==> src/rtl/tpg_timing_ctrl.sv <==
// Run controller and timing-configuration scheduler for the test-pattern generator.
// Latency: IDLE commit -> active set 1 cycle; start -> tpg_en 1 cycle; sof -> update/stop 1 cycle.
// Backpressure: none; shadow writes are dropped while busy, rejected commits pulse commit_err.
//
// Ports:
//   clk, rst          clock, synchronous active-high reset
//   cfg_we/addr/wdata shadow bank write port (0-4 horizontal, 5-9 vertical, 10 frame_limit)
//   commit/start/stop single-cycle control pulses from the register bus
//   sof               start-of-frame pulse returned by the TPG
//   tHS_START..tV_END active timing set driven to the TPG
//   tpg_en, active_valid, busy, commit_done, commit_err, frame_cnt  status outputs
module tpg_timing_ctrl #(
  parameter int H_BITS  = 12,
  parameter int V_BITS  = 12,
  parameter int FC_BITS = 16
) (
  input  logic               clk,
  input  logic               rst,
  input  logic               cfg_we,
  input  logic [3:0]         cfg_addr,
  input  logic [15:0]        cfg_wdata,
  input  logic               commit,
  input  logic               start,
  input  logic               stop,
  input  logic               sof,
  output logic [H_BITS-1:0]  tHS_START,
  output logic [H_BITS-1:0]  tHS_END,
  output logic [H_BITS-1:0]  tHACT_START,
  output logic [H_BITS-1:0]  tHACT_END,
  output logic [H_BITS-1:0]  tH_END,
  output logic [V_BITS-1:0]  tVS_START,
  output logic [V_BITS-1:0]  tVS_END,
  output logic [V_BITS-1:0]  tVACT_START,
  output logic [V_BITS-1:0]  tVACT_END,
  output logic [V_BITS-1:0]  tV_END,
  output logic               tpg_en,
  output logic               active_valid,
  output logic               busy,
  output logic               commit_done,
  output logic               commit_err,
  output logic [FC_BITS-1:0] frame_cnt
);

  typedef enum logic [1:0] {
    ST_IDLE      = 2'd0,
    ST_RUN       = 2'd1,
    ST_PEND      = 2'd2,
    ST_STOP_PEND = 2'd3
  } state_t;

  // Index order inside each bank: 0 S_START, 1 S_END, 2 ACT_START, 3 ACT_END, 4 END
  logic [H_BITS-1:0]  r_sh_h  [5];
  logic [V_BITS-1:0]  r_sh_v  [5];
  logic [FC_BITS-1:0] r_sh_fl;
  logic [H_BITS-1:0]  r_act_h [5];
  logic [V_BITS-1:0]  r_act_v [5];
  logic [FC_BITS-1:0] r_act_fl;

  state_t             r_state;
  logic               r_tpg_en;
  logic               r_active_valid;
  logic               r_busy;
  logic               r_commit_done;
  logic               r_commit_err;
  logic [FC_BITS-1:0] r_frame_cnt;

  logic w_h_ok;
  logic w_v_ok;
  logic w_cfg_ok;
  logic w_limit_hit;

  // Validity is judged on the shadow bank as it stands in the commit cycle.
  assign w_h_ok = (r_sh_h[0] < r_sh_h[1]) && (r_sh_h[1] <= r_sh_h[4]) &&
                  (r_sh_h[2] < r_sh_h[3]) && (r_sh_h[3] <= r_sh_h[4]);
  assign w_v_ok = (r_sh_v[0] < r_sh_v[1]) && (r_sh_v[1] <= r_sh_v[4]) &&
                  (r_sh_v[2] < r_sh_v[3]) && (r_sh_v[3] <= r_sh_v[4]);
  assign w_cfg_ok = w_h_ok && w_v_ok;

  // A zero limit means free run.
  assign w_limit_hit = (r_act_fl != '0) && (r_frame_cnt == r_act_fl);

  // Shadow bank; frozen while a transfer or stop is pending so the pending
  // commit always copies exactly what was validated.
  always_ff @(posedge clk) begin
    if (rst) begin
      for (int i = 0; i < 5; i++) begin
        r_sh_h[i] <= '0;
        r_sh_v[i] <= '0;
      end
      r_sh_fl <= '0;
    end else if (cfg_we && !r_busy) begin
      case (cfg_addr)
        4'd0:  r_sh_h[0] <= cfg_wdata[H_BITS-1:0];
        4'd1:  r_sh_h[1] <= cfg_wdata[H_BITS-1:0];
        4'd2:  r_sh_h[2] <= cfg_wdata[H_BITS-1:0];
        4'd3:  r_sh_h[3] <= cfg_wdata[H_BITS-1:0];
        4'd4:  r_sh_h[4] <= cfg_wdata[H_BITS-1:0];
        4'd5:  r_sh_v[0] <= cfg_wdata[V_BITS-1:0];
        4'd6:  r_sh_v[1] <= cfg_wdata[V_BITS-1:0];
        4'd7:  r_sh_v[2] <= cfg_wdata[V_BITS-1:0];
        4'd8:  r_sh_v[3] <= cfg_wdata[V_BITS-1:0];
        4'd9:  r_sh_v[4] <= cfg_wdata[V_BITS-1:0];
        4'd10: r_sh_fl   <= cfg_wdata[FC_BITS-1:0];
        default: ;
      endcase
    end
  end

  // Run-control FSM with registered outputs.
  always_ff @(posedge clk) begin
    if (rst) begin
      r_state        <= ST_IDLE;
      r_tpg_en       <= 1'b0;
      r_active_valid <= 1'b0;
      r_busy         <= 1'b0;
      r_commit_done  <= 1'b0;
      r_commit_err   <= 1'b0;
      r_frame_cnt    <= '0;
      for (int i = 0; i < 5; i++) begin
        r_act_h[i] <= '0;
        r_act_v[i] <= '0;
      end
      r_act_fl <= '0;
    end else begin
      r_commit_done <= 1'b0;
      r_commit_err  <= 1'b0;

      case (r_state)
        ST_IDLE: begin
          // commit outranks start; stop has nothing to act on here
          if (commit) begin
            if (w_cfg_ok) begin
              r_act_h        <= r_sh_h;
              r_act_v        <= r_sh_v;
              r_act_fl       <= r_sh_fl;
              r_commit_done  <= 1'b1;
              r_active_valid <= 1'b1;
            end else begin
              r_commit_err <= 1'b1;
            end
          end else if (start && r_active_valid) begin
            r_state     <= ST_RUN;
            r_tpg_en    <= 1'b1;
            r_frame_cnt <= '0;
          end
        end

        ST_RUN: begin
          if (sof && w_limit_hit) begin
            // Limit reached: the run ends here, so a commit has nowhere to go.
            r_state  <= ST_IDLE;
            r_tpg_en <= 1'b0;
            if (commit) r_commit_err <= 1'b1;
          end else begin
            // A sof in the same cycle as stop/commit still counts as a frame;
            // a commit accepted now waits for the next sof.
            if (sof) r_frame_cnt <= r_frame_cnt + 1'b1;
            if (stop) begin
              r_state <= ST_STOP_PEND;
              r_busy  <= 1'b1;
              if (commit) r_commit_err <= 1'b1;
            end else if (commit) begin
              if (w_cfg_ok) begin
                r_state <= ST_PEND;
                r_busy  <= 1'b1;
              end else begin
                r_commit_err <= 1'b1;
              end
            end
          end
        end

        ST_PEND: begin
          if (stop) begin
            // Pending transfer is discarded.
            r_state      <= ST_STOP_PEND;
            r_commit_err <= 1'b1;
            if (sof) r_frame_cnt <= r_frame_cnt + 1'b1;
          end else if (sof) begin
            // Shadow is frozen while busy, so a commit arriving with this sof
            // asks for exactly the set being applied; it is absorbed silently
            // to keep done and err mutually exclusive.
            r_act_h       <= r_sh_h;
            r_act_v       <= r_sh_v;
            r_act_fl      <= r_sh_fl;
            r_commit_done <= 1'b1;
            r_frame_cnt   <= r_frame_cnt + 1'b1;
            r_state       <= ST_RUN;
            r_busy        <= 1'b0;
          end else if (commit) begin
            r_commit_err <= 1'b1;
          end
        end

        ST_STOP_PEND: begin
          if (commit) r_commit_err <= 1'b1;
          if (sof) begin
            r_state  <= ST_IDLE;
            r_tpg_en <= 1'b0;
            r_busy   <= 1'b0;
          end
        end

        default: begin
          r_state  <= ST_IDLE;
          r_tpg_en <= 1'b0;
          r_busy   <= 1'b0;
        end
      endcase
    end
  end

  assign tHS_START    = r_act_h[0];
  assign tHS_END      = r_act_h[1];
  assign tHACT_START  = r_act_h[2];
  assign tHACT_END    = r_act_h[3];
  assign tH_END       = r_act_h[4];
  assign tVS_START    = r_act_v[0];
  assign tVS_END      = r_act_v[1];
  assign tVACT_START  = r_act_v[2];
  assign tVACT_END    = r_act_v[3];
  assign tV_END       = r_act_v[4];
  assign tpg_en       = r_tpg_en;
  assign active_valid = r_active_valid;
  assign busy         = r_busy;
  assign commit_done  = r_commit_done;
  assign commit_err   = r_commit_err;
  assign frame_cnt    = r_frame_cnt;

endmodule

==> config.mk <==
export PLATFORM = sky130hd
export DESIGN_NAME = tpg_timing_ctrl
export DESIGN_NICKNAME = d
export VERILOG_FILES = /design/src/rtl/tpg_timing_ctrl.sv
export SDC_FILE = /design/constraint.sdc
export NUM_CORES = 1
export LEC_CHECK = 0
export ABC_AREA = 1
export BUFFER_PORTS_ARGS = -buffer_cell sky130_fd_sc_hd__clkbuf_2
export CELL_PAD_IN_SITES_DETAIL_PLACEMENT = 1
export CELL_PAD_IN_SITES_GLOBAL_PLACEMENT = 1
export CORE_MARGIN = 2
export CORE_UTILIZATION = 35
export CTS_CLUSTER_DIAMETER = 40
export CTS_CLUSTER_SIZE = 10
export DETAILED_ROUTE_END_ITERATION = 10
export HOLD_SLACK_MARGIN = 0.05
export PLACE_DENSITY_LB_ADDON = 0.2
export SLEW_MARGIN = 20
export SYNTH_ARGS = -nofsm -noshare
export SYNTH_HDL_FRONTEND = slang
export SYNTH_SLANG_ARGS = --single-unit
==> constraint.sdc <==
create_clock -name clk -period 3.1 [get_ports clk]
set_input_delay 0.155 -clock clk [delete_from_list [all_inputs] [get_ports clk]]
set_output_delay 0.155 -clock clk [all_outputs]
set_load 0.005 [all_outputs]
==> results of run 1 <==
final timing paths:
path / from / to / depth (start not counted)
worst max-delay path: r_sh_v[43] / tHACT_END[4] / 17
worst min-delay path: stop / r_state[0] / 5
worst max register to register: r_sh_v[43] / tHACT_END[4] / 17
worst min register to register: tVACT_START[0] / tVACT_START[0] / 2
Yosys cell counts, drive strengths merged, types with 3 or more instances:
cell type    n
inv        179
nand3      201
o21ai      124
a21oi      308
o21bai       3
a21o         3
xnor2        3
buf         27
nor2       108
ha          97
nand4       16
clkbuf      89
nand2      391
nor3        18
xor2         8
dfxtp      295
worst max-delay path, cell delays in order, from the launching register on:
cell     delay [ns]
dfxtp_1        0.44
inv_1          0.11
ha_1           0.32
nand2_1        0.06
inv_1          0.05
nand2_1        0.06
nand2_1        0.04
nand2_1        0.12
nand2_1        0.07
nor2_1         0.11
nand2_1        0.06
nor2_1         0.25
nand4_2        0.20
o21ai_4        0.17
nand2_4        0.13
buf_12         0.21
nand2_1        0.13
a21oi_1        0.07
state kept, by name, summed over array words and instances, names as in the netlist, 2 cells and up:
| register | count |
|---|---|
| frame_cnt | 16 |
| tVS_END | 12 |
| tHS_START | 12 |
| tVACT_END | 12 |
| tHACT_END | 12 |
| tHACT_START | 12 |
| tVS_START | 12 |
| r_sh_v | 60 |
| tHS_END | 12 |
| r_sh_fl | 16 |
| r_state | 2 |
| r_sh_h | 60 |
| tVACT_START | 12 |
| tH_END | 12 |
| r_act_fl | 16 |
| tV_END | 12 |
timing repair:
| action | 4_1_cts | 5_1_grt |
|---|---|---|
| hold endpoints to repair | 6 | 0 |
| setup endpoints to repair | 0 | 42 |
| gates resized for setup | 0 | 1 |
| hold buffers | 6 | 0 |
layer usage:
metal  vias to the layer above  global-route usage
li1                       6488                   -
met1                      6436              0.3074
met2                       201              0.4092
met3                        78             0.03225
met4                         0             0.07508
met5                         -                   0
cell families (layout without fill, tap and decap cells):
group,Yosys count,after routing,synth area share
AOI/OAI and AO/OA,445,445,0.1644
xor gates and xnor gates,11,11,0.006995
adders and majority gates,97,97,0.08812
buffers and inverters,296,460,0.08566
DFF,295,295,0.4288
other,0,2,0
and+or+nand+nor,739,739,0.2260
where the power goes:
part	switching, mW	internal, mW
registers	0.0616	3.85
logic	0.637	0.264
clock network	1.91	3.20
stage by stage:
| stage | util | instances |
|---|---|---|
| after global routing | 0.4297 | 2567 |
| after floorplan | - | 1883 |
| final | 0.4297 | 2567 |
| after detailed placement | 0.3889 | 2476 |
| after CTS | 0.4295 | 2565 |
| after global placement | 0.3889 | 2476 |
area by class of cell:
type,count,area share
Tap cell,518,0.03894
Multi-Input combinational cell,1292,0.4035
Clock buffer,57,0.07532
Antenna cell,2,0.0003007
Inverter,180,0.04059
Sequential cell,295,0.3548
Clock inverter,26,0.01556
Timing Repair Buffer,197,0.07103
==> impl_metrics.yaml, run 1 <==
status:
  status: "finished clean"
detailed_routing:
  dr.pass1.iters: 4
  wl_um: 48760
  drtIter0Drc: 677
  ant_nets: 0
  vias_per_cell: 5.143
  m1WireLength_um: 22200
  vias: 13203
  top_layer: "met4"
  wl_met2_um: 23630
  dr_wl_met3_um: 1725
  drc: 0
  wl_per_cell_um: 19.00
synth:
  syn_nets: 2007
  ys_seq_area_frac: 0.4288
  synth_top_area_frac: 0.4288
  netlist_area_mm2: 0.01377
  synth_edf_count: 0
  synthArstFlopShare: 0
  yosys.area.top_type: "dfxtp_1"
  synth-seq-cells: 295
  yosys_most_used_dff: "dfxtp_1"
  synthesis.instances: 1883
  yosysWarnings: 0
  syn_avg_cell_area_um2: 7.315
  yosys-top-cells-area: "dfxtp_1 43%, a21oi_1 11%, nand2_1 11%"
  synthDistinctLibCells: 36
placement:
  pre_cts_slack_ns: 0.1883
  dpl_cell_area_mm2: 0.01506
  port_buffers: 167
  place.gp.congestion: 0.8768
  dp_hpwl_um: 34020
sta:
  slew_headroom: 0.2903
  rsz0062_at_grt: "false"
  fin_ws_ns: 0.2413
  finClkSkew_ns: 0.02190
  clock.fmax_mhz: 349.8
  post-route-min-period_ns: 2.859
  min_period_over_period: 0.9222
  finalMaxSlewViolations: 0
  hold_viol: 0
  finalSetupViolations: 0
  hold_slack_ns: 0.09464
  fin_tns_setup_ns: 0
  worst_pin_slew_ns: 1.065
global_routing:
  track_usage: 0.2377
  grt-ovfl-total: 0
  grt_pass1_wl_um: 76950
  antenna_found_initial: 3
  grt_max_degree: 180
  first_global_vias: 13612
clocking:
  clock_path_buffers: 3
  root_buffer: "clkbuf_16"
  cts_max_level: 2
  tritoncts: "built"
  numCtsBuffers: 47
  cts_setup_buffers: 0
  clk_pin_slew_ns: 0.05
  clk_latency_ns: 0.56
  clkSinkCount: 295
floorplan:
  dieArea_mm2: 0.04096
  start_util: 0.3556
  core_mm2: 0.03874
  io_pins: 168
  die_y_um: 202.4
  rows: 72
  fp.dieW_um: 202.4
pwr:
  p_leak_nw: 6.800
  p_per_area_mw_per_mm2: 596.8
  peakVddDrop_mv: 0.3586
  p_total_mw: 9.934
final_layout:
  seq_area_mm2: 0.005906
  design_area_mm2: 0.01665
  layout_common_cells: "390 x nand2_1, 308 x a21oi_1, 295 x dfxtp_1, 201 x nand3_1, 172 x inv_1"
  n_fill_cell: 4873
  drive_above_1_share: 0.1373
  multi_input_comb_area_mm2: 0.006716
  synthToLayoutAreaGrowth_pct: 20.86
  finalNetCount: 2137
  mostFrequentLayoutCell: "nand2_1"
critical_path:
  cp_data_arrival_time_ns: 3.25
  required_ns: 3.49
  crit_type: "flip-flop to flip-flop"
  reg2reg_slack_ns: 0.24
  critPathLaunchType: "flip-flop"
  crit_fanout: 64
  cp-end-kind: "flip-flop"
worst_hold_path:
  hold_class: "input pin to flip-flop"
run:
  drv_cap: 0
Note: power is estimated with default switching activity, not from simulation.
==> inputs of run 2 (changes only) <==
--- a/config.mk
+++ b/config.mk
@@ -9,7 +9,7 @@
 export BUFFER_PORTS_ARGS = -buffer_cell sky130_fd_sc_hd__clkbuf_2
 export CELL_PAD_IN_SITES_DETAIL_PLACEMENT = 1
 export CELL_PAD_IN_SITES_GLOBAL_PLACEMENT = 1
-export CORE_MARGIN = 2
+export CORE_MARGIN = 10
 export CORE_UTILIZATION = 35
 export CTS_CLUSTER_DIAMETER = 40
 export CTS_CLUSTER_SIZE = 10
==> run 2 against run 1 <==
Against the previous run:
- die area up 16%
- final area is 1.3% higher
- setup slack better by 0.039 ns
- sequential power about the same
- register-to-register slack gained 0.04 ns
- maximum frequency up 1.4%
- utilization up 0.54 points
- combinational power grew 0.4%
- critical path depth stayed put
- via count grew 0.76%
- global-route usage down 3.2 points
- non-clock buffer count rose by 4
==> impl_metrics.yaml, run 2 (same netlist as run 1, synthesis figures left out) <==
placement:
  dpl.cell_count: 2477
  port_buffers: 167
  place.gp.congestion: 0.8477
  dp_hpwl_um: 35510
sta:
  finalMaxSlewViolations: 0
  fin_tns_setup_ns: 0
  hold_viol: 0
  rsz0062_at_grt: "false"
  slew_headroom: 0.4793
  post-route-min-period_ns: 2.820
  finClkSkew_ns: 0.01425
  finalSetupViolations: 0
  worst_pin_slew_ns: 0.7782
  min_period_over_period: 0.9097
  clock.fmax_mhz: 354.6
pwr:
  swShare: 0.2651
  p_leak_nw: 6.893
  p_seq_frac: 0.374
  p_switching_mw: 2.773
  p_per_area_mw_per_mm2: 620.6
  power.internal_mw: 7.688
  p_clk_frac: 0.539
  peakVddDrop_mv: 0.3619
  share_comb_of_total_power: 0.087
clocking:
  clk_latency_ns: 0.58
  root_buffer: "clkbuf_16"
  tritoncts: "built"
  clkSinkCount: 295
  clock_path_buffers: 3
  numCtsBuffers: 51
  cts_max_level: 2
  clk_pin_slew_ns: 0.06
critical_path:
  cpMostUsedCell: "nand2_1"
  cp_data_arrival_time_ns: 3.31
  crit_family: "simple AND/OR/NAND/NOR gates"
  crit_fanout: 22
  path_cells: "inv_1, ha_1, nand2_1, inv_1, nand2_1, nand2_1, nand2_1, nand2_1, nor2_1, nand2_1, nor2_2, nand4_2, o21ai_4, buf_12, buf_4, nand3_1, a21oi_1"
  critPathMaxStageDelay_ns: 0.38
  required_ns: 3.59
  cp-end-kind: "flip-flop"
  crit_type: "flip-flop to flip-flop"
  critPathLaunchType: "flip-flop"
  critPathBufInv: 4
  crit_slowest_cell: "dfxtp_1"
detailed_routing:
  vias_per_cell: 5.166
  drtIter0Drc: 738
  drc: 0
  ant_nets: 0
  dr.pass1.iters: 5
  wl_per_cell_um: 19.60
  wl_um: 50460
  vias: 13303
floorplan:
  start_util: 0.3556
  io_pins: 168
  core_mm2: 0.03874
  dieArea_mm2: 0.04769
  fp.dieW_um: 218.4
  rows: 72
  die_y_um: 218.4
final_layout:
  fin_cells: 2575
  synthToLayoutAreaGrowth_pct: 22.38
  num_antenna_cells: 0
  drive_above_1_share: 0.1429
  layout_common_cells: "390 x nand2_1, 308 x a21oi_1, 295 x dfxtp_1, 201 x nand3_1, 172 x inv_1"
  finalNetCount: 2145
  top_regs: "r_sh_h x60, r_sh_v x60"
  mostFrequentLayoutCell: "nand2_1"
run:
  drv_cap: 0
global_routing:
  grt_pass1_wl_um: 77880
  antenna_found_initial: 0
  grt-ovfl-total: 0
  first_global_vias: 13562
  track_usage: 0.2060
  grt_max_degree: 154
status:
  status: "finished clean"
worst_hold_path:
  hold_class: "input pin to flip-flop"
==> run 2: stage by stage <==
step | setup slack, ns | power (mW) | area, um2 | utilization | hold WS, ns
after floorplan | 0.9433 | 4.546 | 13770 | - | 0.3195
after global placement | 0.2381 | 4.863 | 15050 | 0.3885 | 0.4287
final | 0.2800 | 10.46 | 16860 | 0.4351 | 0.09311
after detailed placement | 0.1609 | 4.882 | 15050 | 0.3885 | 0.4321
after CTS | 0.1504 | 10.57 | 16810 | 0.4340 | 0.06461
after global routing | 0.02700 | 10.87 | 16860 | 0.4351 | 0.1251
==> run 2: power groups by stage <==
stage | combinational [mW] | sequential [mW] | clock (mW)
after floorplan | 0.580 | 3.97 | 0
after global placement | 0.872 | 3.99 | 0
after detailed placement | 0.891 | 3.99 | 0
after CTS | 0.905 | 3.91 | 5.76
after global routing | 1.02 | 3.92 | 5.94
final | 0.906 | 3.91 | 5.64
==> run 2: area by class of cell <==
class	count	area, um2
fill	4823	21880
timing repair buffer	201	1215
clock buffer	56	1315
sequential	295	5906
clock inverter	33	377.9
inverter	180	675.6
multi-input combinational	1292	6719
tap	518	648.1
==> run 2: path summary, 6_finish.rpt <==
check | from | slack (ns) | cells after the start | endpoint
setup / recovery | r_sh_v[19] | 0.28 | 17 | tHACT_END[4]
setup reg to reg | r_sh_v[19] | 0.28 | 17 | tHACT_END[4]
hold reg to reg | tVS_START[9] | 0.46 | 2 | tVS_START[9]
hold / removal | cfg_addr[1] | 0.09 | 6 | r_sh_h[0]
==> run 2: worst reg2reg max path, cell delays in order, from the launching register on <==
cell and delay, ns:
dfxtp_1 0.38, inv_1 0.10, ha_1 0.32, nand2_1 0.08, inv_1 0.05, nand2_1 0.06, nand2_1 0.06, nand2_1 0.10
nand2_1 0.11, nor2_1 0.11, nand2_1 0.07, nor2_2 0.22, nand4_2 0.20, o21ai_4 0.17, buf_12 0.23, buf_4 0.22
nand3_1 0.10, a21oi_1 0.17
==> run 2: repair_timing <==
item                                    CTS  global route
hold endpoints to repair                 32             0
endpoints found under the setup margin    0            84
hold buffers                              7             0
resized for setup                         0             3
buffers inserted                          0             1
==> run 2: layer usage <==
layer	vias to the layer above	track usage	wire, um
met4	0	0.06804	1320
met1	6461	0.2595	22780
li1	6529	-	-
met2	235	0.3504	24430
met5	-	0	0
met3	78	0.03356	1933
